$ cat src/rtl/nv_nvdla_cdma_wg_pfifo.sv
// nv_nvdla_cdma_wg_pfifo
// Parametrised single-clock valid/ready FIFO for the CDMA weight-group path.
// Entries live in a flop array. A registered output stage presents the head,
// so a write into an empty FIFO is readable one cycle later, and the next head
// appears with no bubble after a pop.
// Optional feature: define NV_CDMA_PFIFO_WR_LIMIT_EN to add the wr_limit port.
// wr_limit is a runtime capacity cap. A value of 0, or any value above DEPTH,
// means DEPTH.
module nv_nvdla_cdma_wg_pfifo #(
  parameter int WIDTH    = 5,
  parameter int DEPTH    = 128,
  parameter int AF_LEVEL = DEPTH - 8,
  localparam int CW      = $clog2(DEPTH + 1),
  localparam int AW      = $clog2(DEPTH)
) (
  input  logic             clk,
  input  logic             reset_,
  input  logic             flush,
  input  logic             wr_req,
  output logic             wr_ready,
  input  logic [WIDTH-1:0] wr_data,
  output logic             rd_req,
  input  logic             rd_ready,
  output logic [WIDTH-1:0] rd_data,
  output logic [CW-1:0]    wr_count,
`ifdef NV_CDMA_PFIFO_WR_LIMIT_EN
  input  logic [CW-1:0]    wr_limit,
`endif
  output logic             wr_almost_full
);

  logic [WIDTH-1:0] mem_q [DEPTH];
  logic [AW-1:0]    wr_ptr_q, wr_ptr_d;
  logic [AW-1:0]    rd_ptr_q, rd_ptr_d;
  logic [CW-1:0]    count_q, count_d;
  logic [WIDTH-1:0] rd_data_q, rd_data_d;
  logic             wr_ready_q, wr_ready_d;
  logic             rd_req_q, rd_req_d;
  logic             af_q, af_d;
  logic [CW-1:0]    limit;
  logic             push, pop;

`ifdef NV_CDMA_PFIFO_WR_LIMIT_EN
  // Effective cap: zero or out-of-range values fall back to the full depth.
  always_comb begin
    limit = CW'(DEPTH);
    if (wr_limit != '0 && wr_limit <= CW'(DEPTH)) limit = wr_limit;
  end
`else
  assign limit = CW'(DEPTH);
`endif

  assign push = wr_req & wr_ready_q;
  assign pop  = rd_req_q & rd_ready;

  // Next-state: pointers, occupancy, and the head of the post-update contents.
  always_comb begin
    wr_ptr_d  = wr_ptr_q + AW'(push);
    rd_ptr_d  = rd_ptr_q + AW'(pop);
    count_d   = count_q + CW'(push) - CW'(pop);
    rd_data_d = rd_data_q;
    if (count_d != '0) begin
      // The new head is the word being written now if it lands on the head
      // slot. That happens on a push into an empty FIFO, or on a push and pop
      // at count 1.
      if (push && (wr_ptr_q == rd_ptr_d)) rd_data_d = wr_data;
      else                                rd_data_d = mem_q[rd_ptr_d];
    end
    if (flush) begin
      wr_ptr_d  = '0;
      rd_ptr_d  = '0;
      count_d   = '0;
      rd_data_d = rd_data_q;
    end
    wr_ready_d = (count_d < limit);
    rd_req_d   = (count_d != '0);
    af_d       = (count_d >= CW'(AF_LEVEL));
  end

  // Control state and output register; reset also clears the output data.
  always_ff @(posedge clk) begin
    if (reset_) begin
      wr_ptr_q   <= '0;
      rd_ptr_q   <= '0;
      count_q    <= '0;
      rd_data_q  <= '0;
      wr_ready_q <= 1'b1;
      rd_req_q   <= 1'b0;
      af_q       <= 1'b0;
    end else begin
      wr_ptr_q   <= wr_ptr_d;
      rd_ptr_q   <= rd_ptr_d;
      count_q    <= count_d;
      rd_data_q  <= rd_data_d;
      wr_ready_q <= wr_ready_d;
      rd_req_q   <= rd_req_d;
      af_q       <= af_d;
    end
  end

  // Storage array write; not reset, contents are qualified by occupancy.
  always_ff @(posedge clk) begin
    if (push && !flush && !reset_) mem_q[wr_ptr_q] <= wr_data;
  end

  assign wr_ready       = wr_ready_q;
  assign rd_req         = rd_req_q;
  assign rd_data        = rd_data_q;
  assign wr_count       = count_q;
  assign wr_almost_full = af_q;

endmodule
$ cat config.mk
export PLATFORM = sky130hd
export DESIGN_NAME = nv_nvdla_cdma_wg_pfifo
export DESIGN_NICKNAME = d
export VERILOG_FILES = /design/src/rtl/nv_nvdla_cdma_wg_pfifo.sv
export SDC_FILE = /design/constraint.sdc
export NUM_CORES = 1
export LEC_CHECK = 0
export BUFFER_PORTS_ARGS = -buffer_cell sky130_fd_sc_hd__buf_4
export CELL_PAD_IN_SITES_DETAIL_PLACEMENT = 1
export CELL_PAD_IN_SITES_GLOBAL_PLACEMENT = 2
export CORE_UTILIZATION = 31
export DETAILED_ROUTE_END_ITERATION = 7
export GPL_TIMING_DRIVEN = 0
export PLACE_DENSITY_LB_ADDON = 0.2
export SLEW_MARGIN = 0
export SYNTH_ARGS = -nofsm -noshare
export SYNTH_HDL_FRONTEND = slang
export SYNTH_SLANG_ARGS = --single-unit
$ cat constraint.sdc
create_clock -name clk -period 2.9 [get_ports clk]
set_input_delay 0.435 -clock clk [delete_from_list [all_inputs] [get_ports clk]]
set_output_delay 0.435 -clock clk [all_outputs]
set_load 0.03 [all_outputs]
==> summary.log <==
[placed_design] # placed instances 3,093
[die] Total Die Area 89,200 um^2
[worst_setup_path] category of the worst setup path capture point flop
[cells_and_area] post-synthesis to final-layout area growth 24.8%
[sta] setup repair after global routing missed its margin yes
[logic_synthesis] Netlist Area Pre-Place 27,300 um^2
[logic_synthesis] top cell types by occurrence after synthesis sky130_fd_sc_hd__edfxtp_1 (640), sky130_fd_sc_hd__nand2_1 (207), sky130_fd_sc_hd__nor2_1 (152)
[worst_setup_path] critical register-to-register path endpoint rd_data[1]
[grt] total gr overflow 0
[outcome] failing checks negative setup slack
[sta] final count of negative-setup-slack endpoints 5
[clock_network] worst-skew pair later-pin latency 0.63 ns
[worst_setup_path] crit path max fanout 9
[detailed_routing] post-route antenna net violation count 0
[worst_setup_path] required time of the critical path 3.41 ns
[logic_synthesis] most frequently used cell type in the post-synthesis netlist sky130_fd_sc_hd__edfxtp_1
[grt] global routing usage summed across all routing layers 21.5%
[die] core region area 87,000 um^2
[detailed_routing] vias per std cell 5.41
[logic_synthesis] share of synthesized area occupied by flip-flops and latches 72.7%
[worst_hold_path] Hold Path Cell Cnt 2
[detailed_routing] Routed wire per std cell 29.6 um
[sta] Tcrit/Tclk final 114%
[logic_synthesis] asr flop ratio synth 0%
[clock_network] total clock buffers created by CTS 77
[power_and_ir_drop] worst voltage drop across the vdd grid 0.524 mV
[cells_and_area] filler cell count in the final layout 8,828
[worst_hold_path] path type of the worst min-delay path in2reg
[clock_network] CTS H-tree depth 3
[flow_run] count of max-cap constraint violations 0
[logic_synthesis] post-synthesis register bit count 670
[sta] number of failing hold endpoints at the final stage 0
[worst_setup_path] Worst Path Buf+Inv 1
[worst_setup_path] Worst Setup Start Kind flop
[sta] worst path setup slack after routing -0.412 ns
[logic_synthesis] Mapped Avg Cell Area 14.3 um^2
[power_and_ir_drop] Leak 11.3 nW
[die] Die Height 299 um
[logic_synthesis] share of the synthesized area in the top cell type 70.4%
[detailed_routing] DR pass1 iterations 5
[worst_hold_path] startpoint of the most critical hold path reset_
[clock_network] Sinks on Clock Net 670
[die] die width 299 um
[logic_synthesis] count of flip-flops with a built-in enable after synthesis 640
[detailed_routing] wire length after detailed routing 96,700 um
[cells_and_area] Cell Count, Final, Fillers Out 3,268
[clock_network] number of buffers inserted for hold repair after clock tree synthesis 0
[sta] Slew Limit Fails 0
[worst_setup_path] Setup crit start rd_req
[worst_setup_path] R2R Path Start rd_req
[clock_network] buffer type at the clock tree root sky130_fd_sc_hd__clkbuf_16
[detailed_routing] remaining routing DRC violations 0
[detailed_routing] via count of the routed design 17,667
[worst_setup_path] CP arrival 3.83 ns
[sta] measured slew at the worst slew-check pin 1.33 ns
[outcome] result of the run finished, violations left
[worst_setup_path] logic depth of the worst path, buffers included 11
[logic_synthesis] instance count of the mapped netlist 1,907
[die] number of primary I/O pins 26
[worst_hold_path] hold endpoint rd_req
[logic_synthesis] Netlist cell types 54
[worst_setup_path] Top delay family on crit path compound AO/OA/AOI/OAI gates
[worst_setup_path] category of the critical setup timing path reg2reg
[worst_setup_path] R2R setup slack -0.41 ns
[grt] number of antenna violations at the first check in global routing 6
[logic_synthesis] largest cells by area after synthesis sky130_fd_sc_hd__edfxtp_1 (70%), sky130_fd_sc_hd__a211oi_1 (3.9%), sky130_fd_sc_hd__mux2i_1 (3.4%), sky130_fd_sc_hd__and3_1 (3.4%), sky130_fd_sc_hd__nand2_1 (2.8%)
[placed_design] post-detailed-placement cell area 29,100 um^2
[power_and_ir_drop] total power 22.7 mW
[die] Initial Util 31.3%
[grt] vias in the first global route 18,239
[worst_setup_path] Worst Reg2Reg Path Length in Cells 11
[die] standard-cell rows 108
[worst_setup_path] critical path's most frequent cell sky130_fd_sc_hd__a22o_1
[sta] Min Clock Period, post-route 3.31 ns
[sta] worst clock skew on the final layout 0.0264 ns
[logic_synthesis] count of synthesis-stage warnings from yosys 0
[placed_design] gp weighted congestion 0.800
[sta] f_max 302 MHz
[clock_network] TritonCTS clock tree done
[logic_synthesis] Net Count, Synth 1,928
[worst_setup_path] cell with the biggest individual delay on the critical path sky130_fd_sc_hd__or4_4
[cells_and_area] final design instance area without fill 34,000 um^2
[placed_design] number of buffers added on ports 25
[sta] worst hold margin 0.0904 ns
[cells_and_area] post-layout util 39.1%
[placed_design] HPWL after detailed placement 66,400 um
[clock_network] Max Buffers Root-to-Sink 3
[clock_network] CTS clk-pin slew, worst paths 0.06 ns
[logic_synthesis] Synth Flop Type sky130_fd_sc_hd__edfxtp_1
[worst_setup_path] stage delay of the slowest cell on the critical path 0.54 ns
[grt] global-route wire length before repair 136,000 um
[grt] pin count of the biggest net entering global routing 130
[sta] Slew headroom 11.0%
[cells_and_area] final net count 2,068
[worst_setup_path] worst path cell trace and3_4 -> ha_4 -> xor2_4 -> nand2_4 -> buf_12 -> a211oi_4 -> a2111oi_4 -> a22o_1 -> a22o_1 -> or4_4 -> a211o_1
[cells_and_area] share of cells above drive strength 1 25.9%
[power_and_ir_drop] Power per Cell Area 666 nW/um^2
[detailed_routing] First DRT Iteration DRCs 1,618
[logic_synthesis] area leader, netlist sky130_fd_sc_hd__edfxtp_1
-- cell families (layout without fill, tap and decap cells) --
| kind of cell | after synthesis | in the layout | share of synthesized area, % |
|---|---|---|---|
| simple gates | 634 | 634 | 11.2 |
| xor+xnor | 28 | 28 | 0.954 |
| flops | 670 | 670 | 72.7 |
| other cells | 0 | 1 | 0 |
| compound gates | 320 | 320 | 8.85 |
| mux | 94 | 94 | 3.45 |
| fa+ha+maj | 11 | 11 | 0.532 |
| buf+inv | 150 | 355 | 2.35 |
-- power by group --
group	leakage [nW]	switching, mW	internal (mW)	total (mW)
clock	1.17	3.96	5.30	9.25
sequential	6.00	0.0687	10.7	10.7
combinational	4.10	1.75	0.940	2.69
total	11.3	5.77	16.9	22.7
-- cell usage in the layout, fill, tap and decap left out, drive strengths merged, types with 13 or more instances in the layout --
master  instances
a211oi        140
a21oi          32
a221oi         18
a31oi          20
a32oi          56
and2           13
and3          147
buf           129
clkbuf        177
clkinv         34
dfxtp          30
edfxtp        640
inv            13
mux2i          94
nand2         207
nand3          29
nor2          152
nor4           43
xnor2          16
-- timing repair --
| action | 4_1_cts | 5_1_grt |
|---|---|---|
| gates cloned | 1 | 1 |
| endpoints found under the setup margin | 411 | 235 |
| pin swaps | 32 | 47 |
| buffers inserted | 12 | 21 |
| resized for setup | 363 | 210 |
-- worst max-delay path by stage --
stage	to	slack (ns)
final	rd_data[1]	-0.41
after global routing	rd_data[0]	-0.44
after CTS	rd_data[1]	-0.47
after detailed placement	rd_data[1]	-1.95
after global placement	rd_data[4]	-2.15
after floorplan	rd_data[0]	0.01
-- per-stage QoR --
stage,TNS [ns],worst slack [ns]
after floorplan,0,0.0132
after global placement,-246.69,-2.15
after detailed placement,-252.99,-1.95
after CTS,-2.23,-0.472
after global routing,-2.03,-0.435
final,-1.85,-0.412
-- sequential cells by signal, indices dropped and copies added (netlist names) --
register	cells
wr_ready	1
rd_data	5
wr_almost_full	1
wr_count	8
wr_ptr_q	7
rd_ptr_q	7
rd_req	1
mem_q	640
-- routing by layer --
| layer | part of all wire [%] | vias to the layer above | wire length, um | GRT usage (%) |
|---|---|---|---|---|
| li1 | - | 7712 | - | - |
| met1 | 46 | 9353 | 44300 | 30.5 |
| met2 | 47 | 467 | 45100 | 34.1 |
| met3 | 5.0 | 135 | 4800 | 3.26 |
| met4 | 2.6 | 0 | 2550 | 5.87 |
| met5 | 0 | - | 0 | 0 |
-- area by class of cell --
class	instances	area [um^2]	share of cell area [%]
flip-flops and latches	670	19800	58.2
multi-input cells	1087	8660	25.4
clock buffers	104	2110	6.20
well taps	1155	1450	4.25
plain buffers	139	1090	3.20
repair buffers	63	614	1.80
clock inverters	40	256	0.753
inverters	9	33.8	0.0992
diodes	1	2.50	0.00735
(Power assumes the default switching activity.)
